**src/rtl/au_floating_point_seq_pkg.sv**
```systemverilog
// Shared types and helpers for the sequential floating-point unit.
// Widths are passed explicitly so one package serves every configuration.
package fpu_pkg;

    typedef enum logic [1:0] {
        OP_ADD = 2'b00,
        OP_SUB = 2'b01,
        OP_MUL = 2'b10,
        OP_DIV = 2'b11
    } op_t;

    typedef enum logic [3:0] {
        S_IDLE,
        S_UNPACK,
        S_SPECIAL,
        S_ALIGN,
        S_ADDSUB,
        S_MULT,
        S_DIV,
        S_NORM,
        S_PACK,
        S_DONE
    } fsm_t;

    function automatic int bias(input int ew);
        return (1 << (ew - 1)) - 1;
    endfunction

    function automatic logic [127:0] canonical_nan(input int ew, input int mw);
        return (((128'(1) << ew) - 128'(1)) << mw) | (128'(1) << (mw - 1));
    endfunction

    function automatic logic [127:0] inf(input logic s, input int ew, input int mw);
        logic [127:0] v;
        v = ((128'(1) << ew) - 128'(1)) << mw;
        v[ew+mw] = s;
        return v;
    endfunction

    // Index of the most significant set bit, -1 when the vector is zero.
    function automatic int lead_one(input logic [127:0] v);
        int p;
        p = -1;
        for (int i = 0; i < 128; i++) begin
            if (v[i]) p = i;
        end
        return p;
    endfunction

endpackage

```
**src/rtl/au_floating_point_seq_if.sv**
```systemverilog
// Operand/result stream bundle for the sequential FPU.
// Both directions use a valid/ready handshake.
interface au_floating_point_seq_if #(
    parameter int EXP_W = 8,
    parameter int MAN_W = 23
);
    localparam int W = EXP_W + MAN_W + 1;

    logic         in_valid;
    logic         in_ready;
    logic [W-1:0] A;
    logic [W-1:0] B;
    logic [1:0]   sel;
    logic         out_valid;
    logic         out_ready;
    logic [W-1:0] result;
    logic         overflag;
    logic         underflag;
    logic         invalid;

    modport master (
        output in_valid, A, B, sel, out_ready,
        input  in_ready, out_valid, result, overflag, underflag, invalid
    );

    modport slave (
        input  in_valid, A, B, sel, out_ready,
        output in_ready, out_valid, result, overflag, underflag, invalid
    );

endinterface

```
**src/rtl/au_floating_point_seq_divider.sv**
```systemverilog
// Restoring significand divider: one quotient bit per cycle,
// integer bit first, MAN_W+3 bits in total.
module fpu_seq_divider #(
    parameter int MAN_W = 23
) (
    input  logic               clk,
    input  logic               rst_n,
    input  logic               start,
    input  logic [MAN_W:0]     dividend,
    input  logic [MAN_W:0]     divisor,
    output logic               busy,
    output logic               done,
    output logic [MAN_W+2:0]   quotient
);
    localparam int SW = MAN_W + 1;
    localparam int QW = MAN_W + 3;
    localparam int CW = $clog2(QW + 1);

    logic [SW:0]   rem;
    logic [SW:0]   dsr;
    logic [SW:0]   nxt;
    logic [CW-1:0] cnt;
    logic          ge;

    assign ge   = rem >= dsr;
    assign nxt  = ge ? rem - dsr : rem;
    assign done = busy && (cnt == CW'(QW - 1));

    always_ff @(posedge clk or negedge rst_n) begin
        if (!rst_n) begin
            rem      <= '0;
            dsr      <= '0;
            cnt      <= '0;
            busy     <= 1'b0;
            quotient <= '0;
        end else if (start) begin
            rem      <= {1'b0, dividend};
            dsr      <= {1'b0, divisor};
            cnt      <= '0;
            busy     <= 1'b1;
            quotient <= '0;
        end else if (busy) begin
            quotient <= {quotient[QW-2:0], ge};
            rem      <= nxt << 1;
            cnt      <= cnt + 1'b1;
            if (done) busy <= 1'b0;
        end
    end

endmodule

```
**src/rtl/au_floating_point_seq.sv**
```systemverilog
// Multi-cycle add/sub/mul/div floating-point unit, truncating,
// denormal inputs flushed to zero, stream handshakes on both sides.
module au_floating_point_seq
    import fpu_pkg::*;
#(
    parameter int EXP_W = 8,
    parameter int MAN_W = 23
) (
    input logic clk,
    input logic rst_n,
    au_floating_point_seq_if.slave io
);
    localparam int W   = EXP_W + MAN_W + 1;
    localparam int SW  = MAN_W + 1;
    localparam int QW  = MAN_W + 3;
    localparam int MW  = 2 * SW;
    localparam int EW2 = EXP_W + 2;
    typedef logic signed [EW2-1:0] sexp_t;
    localparam sexp_t BIAS = sexp_t'(bias(EXP_W));
    localparam sexp_t EMAX = sexp_t'((1 << EXP_W) - 1);
    localparam logic [W-1:0] NAN = W'(canonical_nan(EXP_W, MAN_W));

    fsm_t          state, state_n;
    op_t           op;
    logic [W-1:0]  opa, opb, res;
    logic          ovf, unf, inv, zres, eff_sub, rs;
    sexp_t         re;
    logic [MW-1:0] rm;
    logic [SW-1:0] big_m, sml_m;

    logic             sa, sb, sx;
    logic [EXP_W-1:0] ea, eb, ediff;
    logic [MAN_W-1:0] fa, fb;
    logic [SW-1:0]    ma, mb, sml_sh;
    logic             za, zb, ia, ib, na, nb, a_big;

    assign {sa, ea, fa} = opa;
    assign {eb, fb}     = opb[W-2:0];
    assign sb = opb[W-1] ^ (op == OP_SUB);
    assign sx = sa ^ sb;
    assign ma = {1'b1, fa};
    assign mb = {1'b1, fb};
    assign za = ea == '0;
    assign zb = eb == '0;
    assign ia = &ea && fa == '0;
    assign ib = &eb && fb == '0;
    assign na = &ea && fa != '0;
    assign nb = &eb && fb != '0;

    logic         sp_hit, sp_inv;
    logic [W-1:0] sp_res, inf_a, inf_b, inf_x, inf_r, zero_x;

    assign inf_a  = W'(inf(sa, EXP_W, MAN_W));
    assign inf_b  = W'(inf(sb, EXP_W, MAN_W));
    assign inf_x  = W'(inf(sx, EXP_W, MAN_W));
    assign inf_r  = W'(inf(rs, EXP_W, MAN_W));
    assign zero_x = {sx, {(W-1){1'b0}}};

    always_comb begin
        sp_hit = 1'b1;
        sp_inv = 1'b0;
        sp_res = '0;
        if (na || nb) begin
            sp_res = NAN;
            sp_inv = 1'b1;
        end else begin
            unique case (op)
                OP_MUL: begin
                    if ((za && ib) || (ia && zb)) begin
                        sp_res = NAN;
                        sp_inv = 1'b1;
                    end else if (ia || ib) sp_res = inf_x;
                    else if (za || zb)     sp_res = zero_x;
                    else                   sp_hit = 1'b0;
                end
                OP_DIV: begin
                    if ((za && zb) || (ia && ib)) begin
                        sp_res = NAN;
                        sp_inv = 1'b1;
                    end else if (ia) sp_res = inf_x;
                    else if (ib)     sp_res = zero_x;
                    else if (zb)     sp_res = inf_x;
                    else if (za)     sp_res = zero_x;
                    else             sp_hit = 1'b0;
                end
                default: begin
                    if (ia && ib && (sa != sb)) begin
                        sp_res = NAN;
                        sp_inv = 1'b1;
                    end else if (ia) sp_res = inf_a;
                    else if (ib)     sp_res = inf_b;
                    else if (za)     sp_res = {sb, opb[W-2:0]};
                    else if (zb)     sp_res = opa;
                    else             sp_hit = 1'b0;
                end
            endcase
        end
    end

    int sh;
    assign a_big = opa[W-2:0] >= opb[W-2:0];
    assign ediff = a_big ? ea - eb : eb - ea;

    always_comb begin
        sh     = (int'(ediff) > QW) ? QW : int'(ediff);
        sml_sh = (a_big ? mb : ma) >> sh;
    end

    logic [SW:0] sum;
    assign sum = eff_sub ? {1'b0, big_m} - {1'b0, sml_m}
                         : {1'b0, big_m} + {1'b0, sml_m};

    logic          div_start, div_busy, div_done;
    logic [QW-1:0] quo;

    fpu_seq_divider #(.MAN_W(MAN_W)) u_div (
        .clk      (clk),
        .rst_n    (rst_n),
        .start    (div_start),
        .dividend (ma),
        .divisor  (mb),
        .busy     (div_busy),
        .done     (div_done),
        .quotient (quo)
    );

    // All paths land in rm with two integer bits above the binary point.
    logic [MW-1:0] nsrc;
    int            lo;
    assign nsrc = (op == OP_DIV) ? {1'b0, quo, {(MAN_W-2){1'b0}}} : rm;
    always_comb lo = lead_one(128'(nsrc));

    always_comb begin
        state_n   = state;
        div_start = 1'b0;
        unique case (state)
            S_IDLE:    if (io.in_valid) state_n = S_UNPACK;
            S_UNPACK: begin
                if (sp_hit)             state_n = S_SPECIAL;
                else if (op == OP_MUL)  state_n = S_MULT;
                else if (op == OP_DIV) begin
                    state_n   = S_DIV;
                    div_start = 1'b1;
                end else                state_n = S_ALIGN;
            end
            S_SPECIAL: state_n = S_DONE;
            S_ALIGN:   state_n = S_ADDSUB;
            S_ADDSUB:  state_n = S_NORM;
            S_MULT:    state_n = S_NORM;
            S_DIV:     if (div_done || !div_busy) state_n = S_NORM;
            S_NORM:    state_n = S_PACK;
            S_PACK:    state_n = S_DONE;
            S_DONE:    if (io.out_ready) state_n = S_IDLE;
            default:   state_n = S_IDLE;
        endcase
    end

    always_ff @(posedge clk or negedge rst_n) begin
        if (!rst_n) state <= S_IDLE;
        else        state <= state_n;
    end

    always_ff @(posedge clk or negedge rst_n) begin
        if (!rst_n) begin
            opa     <= '0;
            opb     <= '0;
            op      <= OP_ADD;
            res     <= '0;
            ovf     <= 1'b0;
            unf     <= 1'b0;
            inv     <= 1'b0;
            zres    <= 1'b0;
            eff_sub <= 1'b0;
            rs      <= 1'b0;
            re      <= '0;
            rm      <= '0;
            big_m   <= '0;
            sml_m   <= '0;
        end else begin
            unique case (state)
                S_IDLE: if (io.in_valid) begin
                    opa <= io.A;
                    opb <= io.B;
                    op  <= op_t'(io.sel);
                    ovf <= 1'b0;
                    unf <= 1'b0;
                    inv <= 1'b0;
                end
                S_UNPACK: begin
                    if (sp_hit) begin
                        res <= sp_res;
                        inv <= sp_inv;
                    end else if (op == OP_DIV) begin
                        rs <= sx;
                        re <= {2'b00, ea} - {2'b00, eb} + BIAS;
                    end
                end
                S_ALIGN: begin
                    big_m   <= a_big ? ma : mb;
                    sml_m   <= sml_sh;
                    re      <= {2'b00, a_big ? ea : eb};
                    rs      <= a_big ? sa : sb;
                    eff_sub <= sa ^ sb;
                end
                S_ADDSUB: rm <= {sum, {MAN_W{1'b0}}};
                S_MULT: begin
                    rm <= {{SW{1'b0}}, ma} * {{SW{1'b0}}, mb};
                    re <= {2'b00, ea} + {2'b00, eb} - BIAS;
                    rs <= sx;
                end
                S_NORM: begin
                    zres <= nsrc == '0;
                    rm   <= nsrc << (MW - 1 - lo);
                    re   <= re + sexp_t'(lo - (MW - 2));
                end
                S_PACK: begin
                    if (zres) res <= '0;
                    else if (re >= EMAX) begin
                        res <= inf_r;
                        ovf <= 1'b1;
                    end else if (re[EW2-1] || re == '0) begin
                        res <= {rs, {(W-1){1'b0}}};
                        unf <= 1'b1;
                    end else begin
                        res <= {rs, re[EXP_W-1:0], rm[MW-2 -: MAN_W]};
                    end
                end
                default: ;
            endcase
        end
    end

    assign io.in_ready  = state == S_IDLE;
    assign io.out_valid = state == S_DONE;
    assign io.result    = res;
    assign io.overflag  = ovf;
    assign io.underflag = unf;
    assign io.invalid   = inv;

endmodule

```
**src/flat_wrapper.sv**
```systemverilog
// flat-port wrapper written by rule: the top's interface ports become plain ports
module au_floating_point_seq_flat import fpu_pkg::*;
#(
    parameter int EXP_W = 8,
    parameter int MAN_W = 23
)
  (clk, rst_n, io_in_valid, io_A, io_B, io_sel, io_out_ready, io_in_ready, io_out_valid, io_result, io_overflag, io_underflag, io_invalid);
  au_floating_point_seq_if #(.EXP_W(EXP_W), .MAN_W(MAN_W)) io_i ();
  input logic clk;
  input logic rst_n;
  input wire logic [$bits(io_i.in_valid)-1:0] io_in_valid;
  input wire logic [$bits(io_i.A)-1:0] io_A;
  input wire logic [$bits(io_i.B)-1:0] io_B;
  input wire logic [$bits(io_i.sel)-1:0] io_sel;
  input wire logic [$bits(io_i.out_ready)-1:0] io_out_ready;
  output wire logic [$bits(io_i.in_ready)-1:0] io_in_ready;
  output wire logic [$bits(io_i.out_valid)-1:0] io_out_valid;
  output wire logic [$bits(io_i.result)-1:0] io_result;
  output wire logic [$bits(io_i.overflag)-1:0] io_overflag;
  output wire logic [$bits(io_i.underflag)-1:0] io_underflag;
  output wire logic [$bits(io_i.invalid)-1:0] io_invalid;
  assign io_i.in_valid = io_in_valid;
  assign io_i.A = io_A;
  assign io_i.B = io_B;
  assign io_i.sel = io_sel;
  assign io_i.out_ready = io_out_ready;
  assign io_in_ready = io_i.in_ready;
  assign io_out_valid = io_i.out_valid;
  assign io_result = io_i.result;
  assign io_overflag = io_i.overflag;
  assign io_underflag = io_i.underflag;
  assign io_invalid = io_i.invalid;
  au_floating_point_seq #(.EXP_W(EXP_W), .MAN_W(MAN_W)) u_core (.clk(clk), .rst_n(rst_n), .io(io_i));
endmodule
```
**config.mk**
```make
export PLATFORM = sky130hd
export DESIGN_NAME = au_floating_point_seq_flat
export DESIGN_NICKNAME = d
export VERILOG_FILES = /design/src/rtl/au_floating_point_seq_pkg.sv /design/src/rtl/au_floating_point_seq_if.sv /design/src/rtl/au_floating_point_seq_divider.sv /design/src/rtl/au_floating_point_seq.sv /design/src/flat_wrapper.sv
export SDC_FILE = /design/constraint.sdc
export NUM_CORES = 2
export LEC_CHECK = 0
export BUFFER_PORTS_ARGS = -buffer_cell sky130_fd_sc_hd__buf_2
export CORE_MARGIN = 2
export CORE_UTILIZATION = 50
export CTS_CLUSTER_SIZE = 12
export DETAILED_ROUTE_END_ITERATION = 16
export PLACE_DENSITY = 0.66
export SYNTH_ARGS = -nofsm -noshare
export SYNTH_HDL_FRONTEND = slang
export SYNTH_SLANG_ARGS = --single-unit
```
**constraint.sdc**
```tcl
create_clock -name clk -period 18.05 [get_ports clk]
set_input_delay 0.9025 -clock clk [delete_from_list [all_inputs] [get_ports clk]]
set_output_delay 0.9025 -clock clk [all_outputs]
set_load 0.01 [all_outputs]
```
# Word level (Yosys, flattened, before mapping)
# Cells that the tools add are included.
[totals]
regBits = 295
latch_bits = 0
ram_bits = 0
rom_bits = 0
in_bits = 70
out_inout_bits = 37
word_cells = 246
n_memories = 0
[classes]
addsub = 13
mul = 1
div = 0
magnitude_cmp = 4
eq_ne = 24
shift = 2
n_mux = 134
n_bitwise = 2
reduce_logical = 46
[op_table]
columns = ["op", "n"]
rows = [
  ["$mux W32", 64],
  ["$pmux W48 S3", 1],
  ["$pmux W32 S2", 2],
  ["$mux W25", 3],
  ["$mux W31", 2],
  ["$mux W26", 2],
  ["$logic_not A48 Y1", 1],
  ["$mul A24 B24 Y48", 1],
  ["$mux W48", 1],
  ["$shl A48 B32 Y48", 1],
  ["$logic_not A23 Y1", 2],
  ["$mux W23", 2],
  ["$reduce_bool A23 Y1", 2],
  ["$pmux W10 S4", 1],
  ["$mux W1", 35],
  ["$pmux W4 S8", 1],
  ["$shr A24 B32 Y24", 1],
  ["$sub A7 B32 Y32 const A", 1],
  ["$ge A31 B31 Y1", 1],
  ["$add A24 B24 Y25", 1],
  ["$ge A25 B24 Y1", 1],
  ["$sub A24 B24 Y25", 1],
  ["$mux W24", 1],
  ["$mux W8", 3],
  ["42 further kinds", 95],
]

# Logic depth before layout (Yosys ltp)
[logic_depth]
word_depth = 53
mapped_depth = 32
ltp_nobuf = 29

# Modules after synthesis
# A second synthesis with hierarchy kept.
[unflattened]
cells_unflattened = 5228
hier_area_um2 = 43765.7
[by_module_without_submodules]
columns = ["mod", "n_inst", "cells_per_inst", "area_each_um2", "seq_area_each_um2"]
rows = [
  ["au_floating_point_seq", 1, 4689, 38838.5, 5355.1],
  ["fpu_seq_divider", 1, 539, 4927.2, 2026.9],
]

# Worst setup path after synthesis
# Ideal clock, no wire load.
[synth_path]
path_type = "flip-flop to flip-flop"
from = "reg u_core.opa[12]"
to = "reg u_core.rm[47]"
setup_time_ps = 126
arrival_ps = 7614
required_time_ps = 17924
setup_slack_ps = 10310
path_stages_with_launch = 29
path_buffers = 2
period_less_slack_ps = 7740
cell_sequence = "dfrtp_1 clkbuf_1 clkbuf_1 nand2_1 fa_1 inv_1 fa_1 inv_1 fa_1 inv_1 fa_1 inv_1 fa_1 fa_1 inv_1 fa_1 ha_1 a21o_1 a21o_1 a21o_1 a211oi_1 a211oi_1 o21ai_0 nand4_1 o311ai_0 a21oi_1 a41oi_1 o41ai_1 o32a_1"
[synth_between]
elab_chain_len = 2
[synth_lines]
columns = ["item", "line_no", "text"]
rows = [
  ["from (decl)", "au_floating_point_seq.sv:25", "logic [W-1:0] opa, opb, res;"],
  ["from (signal assigned)", "au_floating_point_seq.sv:182", "opa <= io.A;"],
  ["$mul A24 B24 Y48", "au_floating_point_seq.sv:207", "rm <= {{SW{1'b0}}, ma} * {{SW{1'b0}}, mb};"],
  ["$pmux W48 S3", "au_floating_point_seq.sv:180", "unique case (state)"],
  ["to (signal assigned)", "au_floating_point_seq.sv:205", "S_ADDSUB: rm <= {sum, {MAN_W{1'b0}}};"],
  ["to (signal assigned)", "au_floating_point_seq.sv:207", ""],
  ["to (signal assigned)", "au_floating_point_seq.sv:213", "rm <= nsrc << (MW - 1 - lo);"],
  ["to (decl)", "au_floating_point_seq.sv:28", "logic [MW-1:0] rm;"],
]
# No other way between the ends.
# A chain may end at the register's enable or synchronous reset.

# Worst setup path after layout
[layout_path]
from = "reg u_core.opb[2]"
to = "reg u_core.rm[47]"
[layout_between]
elab_chain_len = 2
[layout_lines]
columns = ["item", "line_no", "text"]
rows = [
  ["from (decl)", "au_floating_point_seq.sv:25", ""],
  ["from (signal assigned)", "au_floating_point_seq.sv:183", "opb <= io.B;"],
  ["$mul A24 B24 Y48", "au_floating_point_seq.sv:207", ""],
  ["$pmux W48 S3", "au_floating_point_seq.sv:180", ""],
]
# No other way between the ends.

==> results.yml <==
global_route:
  grt_pass1_wl_um: 233500
  overflow: 0
  grtUsageTotal_pct: 34.04
  grt_pass1_vias: 38020
  antenna_found_initial: 3
  grt_start_max_net_pins: 160
floorplanning:
  pin_count: 107
  start_util_pct: 50.32
  die_w_um: 299.0
  fp.dieH_um: 299.0
  dieArea_sq_um: 89410
  rows: 108
  core_sq_um: 86480
sta:
  setup_viol: 0
  finalHoldViolCount: 0
  fin_ws_ns: 8.868
  rsz0062_at_grt: "no"
  tightestPinTransition_ns: 1.116
  slew_viol_final: 0
  period_minus_slack_ns: 9.182
  fmax_mhz: 108.9
  slew_headroom_pct: 25.33
  fin_tns_setup_ns: 0
  finClkSkew_ns: 0.03017
  fin_crit_sh_pct: 50.87
yosys:
  yosysSeqAreaShare_pct: 16.96
  postSynthCellCount: 5152
  async_flop_share_pct: 100.0
  syn_avg_cell_area_sq_um: 8.447
  synth.distinct_cells: 100
  synth_edf_count: 0
  yosysWarnings: 0
  syn_area_sq_um: 43520
  synthesis.nets: 6025
  ys_ff_latch: 295
  synth_flop_cell: "dfrtp_1"
min_path:
  min_path_type: "primary input to async pin"
layout:
  utilization_pct: 53.54
  drive_gt1_share_pct: 8.402
  area_growth_pct: 6.397
  final_nets: 5938
route:
  drtIter0Drc: 4103
  viasPerCell: 6.193
  drc: 0
  vias: 38720
  antenna_left: 0
  first_pass_iters: 7
  wl_um: 152600
  wl_per_cell_um: 24.41
setup_path:
  cp_max_fo: 23
  rrSetupSlack_ns: 8.87
  path_class: "flip-flop to flip-flop"
  r2r_start: "u_core.opb[2]"
  cp.required_ns: 18.56
  arrival_ns: 9.69
  reg2reg_to: "u_core.rm[47]"
  ff2ff_path_depth: 22
  critPathLaunchType: "flip-flop"
  crit_path_end_kind: "flip-flop"
cts:
  clock_latency_ns: 0.64
  clkTransAtPathRegs_ns: 0.07
  cts_tree: "done"
  cts-root-buf: "clkbuf_16"
  post_cts_buffers: 0
  cts_buffers: 40
  cts_hold_buf: 0
  cts_resized: 0
  ctsHtreeMaxLevel: 2
  clockBufferDepth: 3
  clkSinkCount: 295
place:
  gp_congestion: 1.000
  place_ws_ns: 9.022
  dp_hpwl_um: 112500
  port_buffers: 106
run_status:
  status: "finished, final reports clean"
run:
  maxCapViolations: 0
## cell usage in the layout (no fill, tap or decap), types with 89 or more instances in the layout
cell and count:
nand2_1 671, inv_1 653, fa_1 488, nor2_1 378, ha_1 315, dfrtp_1 293, a21oi_1 237, o21ai_0 213
mux2i_1 189, and2_1 175, buf_2 105, mux2_2 94, xnor2_1 93, buf_4 89
## critical path: stages (launching register included)
cell and delay (ns):
dfrtp_1 0.97, clkinv_1 0.76, nor2_1 0.32, fa_1 0.48, fa_1 0.52, fa_1 0.54
inv_1 0.05, fa_1 0.50, fa_1 0.55, inv_1 0.06, fa_1 0.52, fa_1 0.50
ha_1 0.27, or4_1 0.44, o221ai_1 0.28, a211oi_1 0.18, o21ai_0 0.17, nand4_1 0.22
o311ai_0 0.50, a21oi_1 0.22, a41oi_1 0.47, o41ai_1 0.16, o32a_1 0.36
## sequential cells by signal, indices dropped and copies added, names as in the netlist
register / cells
u_core.rm: 48
u_core.sml_m: 24
u_core.io.result: 32
u_core.zres: 1
u_core.u_div.dsr: 24
u_core.opb: 32
u_core.re: 10
u_core.io.underflag: 1
u_core.io.invalid: 1
u_core.u_div.busy: 1
u_core.eff_sub: 1
u_core.state: 4
u_core.op: 2
u_core.io.overflag: 1
u_core.u_div.quotient: 26
u_core.u_div.cnt: 5
u_core.big_m: 24
u_core.opa: 32
u_core.rs: 1
u_core.u_div.rem: 25
## per-layer routing
layer  global-route usage, %  vias up  part of all wire (%)
met5                       0        -                     0
met4                   14.32        0                   4.8
met3                   6.255      388                   9.8
met2                   50.68     1947                    43
met1                   48.72    19270                    42
li1                        -    17110                     -
## per-stage QoR
| step | hold WS (ns) | area [sq um] | cells |
|---|---|---|---|
| finish | 0.2250 | 46300 | 6251 |
| CTS | 0.2704 | 46300 | 6249 |
| floorplan | 0.4175 | 43520 | 5152 |
| detailed placement | 0.4395 | 44970 | 6178 |
| global placement | 0.4326 | 44970 | 6178 |
| global route | 0.2959 | 46300 | 6249 |
## layout make-up
| type | instances | area, sq um |
|---|---|---|
| tap | 1155 | 1445 |
| fill | 8282 | 40180 |
| inverter | 667 | 2504 |
| clock inverter | 18 | 195.2 |
| timing repair buffer | 196 | 1229 |
| sequential | 295 | 7385 |
| antenna | 2 | 5.005 |
| clock buffer | 53 | 1131 |
| multi-input combinational | 3865 | 32410 |
## Yosys cell counts (all sizes together) (13+ instances only)
library cell | count | share of area (%)
nand2 | 674 | 5.8
and3 | 23 | 0.33
mux2 | 94 | 2.4
a211o | 20 | 0.40
and2 | 176 | 2.5
o21a | 31 | 0.53
xor2 | 35 | 0.70
a211oi | 61 | 1.1
nor3 | 55 | 0.64
o211ai | 43 | 0.82
buf | 83 | 0.91
o31ai | 19 | 0.33
nor4 | 36 | 0.53
clkbuf | 242 | 2.1
a22o | 27 | 0.54
a31oi | 56 | 0.81
o221ai | 22 | 0.46
fa | 488 | 22
nand3 | 66 | 0.76
o21ai | 219 | 2.5
ha | 315 | 9.1
nor2b | 29 | 0.42
or2 | 14 | 0.20
a21oi | 242 | 2.8
nor2 | 383 | 3.3
o22ai | 26 | 0.37
nand4 | 31 | 0.45
o22a | 13 | 0.26
a221oi | 23 | 0.46
nand2b | 30 | 0.43
a311oi | 19 | 0.40
inv | 655 | 5.6
a22oi | 55 | 0.95
a21o | 49 | 0.85
dfrtp | 295 | 17
xnor2 | 93 | 1.9
mux2i | 189 | 4.3
## cell families (layout without fill, tap and decap cells)
group / Yosys count / in the layout / synth area share (%)
flops: 295 / 295 / 16.96
other cells: 0 / 2 / 0
mux: 287 / 287 / 6.986
simple gates: 1591 / 1591 / 16.82
fa+ha+maj: 803 / 803 / 31.50
compound gates: 1056 / 1056 / 16.40
xor+xnor: 128 / 128 / 2.576
buf+inv: 992 / 934 / 8.752
## worst max path at each step
| stage | startpoint | end | slack (ns) | cells past startpoint |
|---|---|---|---|---|
| after floorplan | u_core.opa[12] | u_core.rm[47] | 10.31 | 28 |
| after global placement | u_core.opb[2] | u_core.rm[47] | 9.26 | 24 |
| after detailed placement | u_core.opb[2] | u_core.rm[47] | 9.02 | 24 |
| after CTS | u_core.opb[2] | u_core.rm[47] | 8.98 | 22 |
| after global routing | u_core.opb[2] | u_core.rm[45] | 8.43 | 25 |
| final | u_core.opb[2] | u_core.rm[47] | 8.87 | 22 |
Power is left out: the tool's default activity adds up to more than one toggle a clock period on the data nets, which glitch-free logic cannot reach.
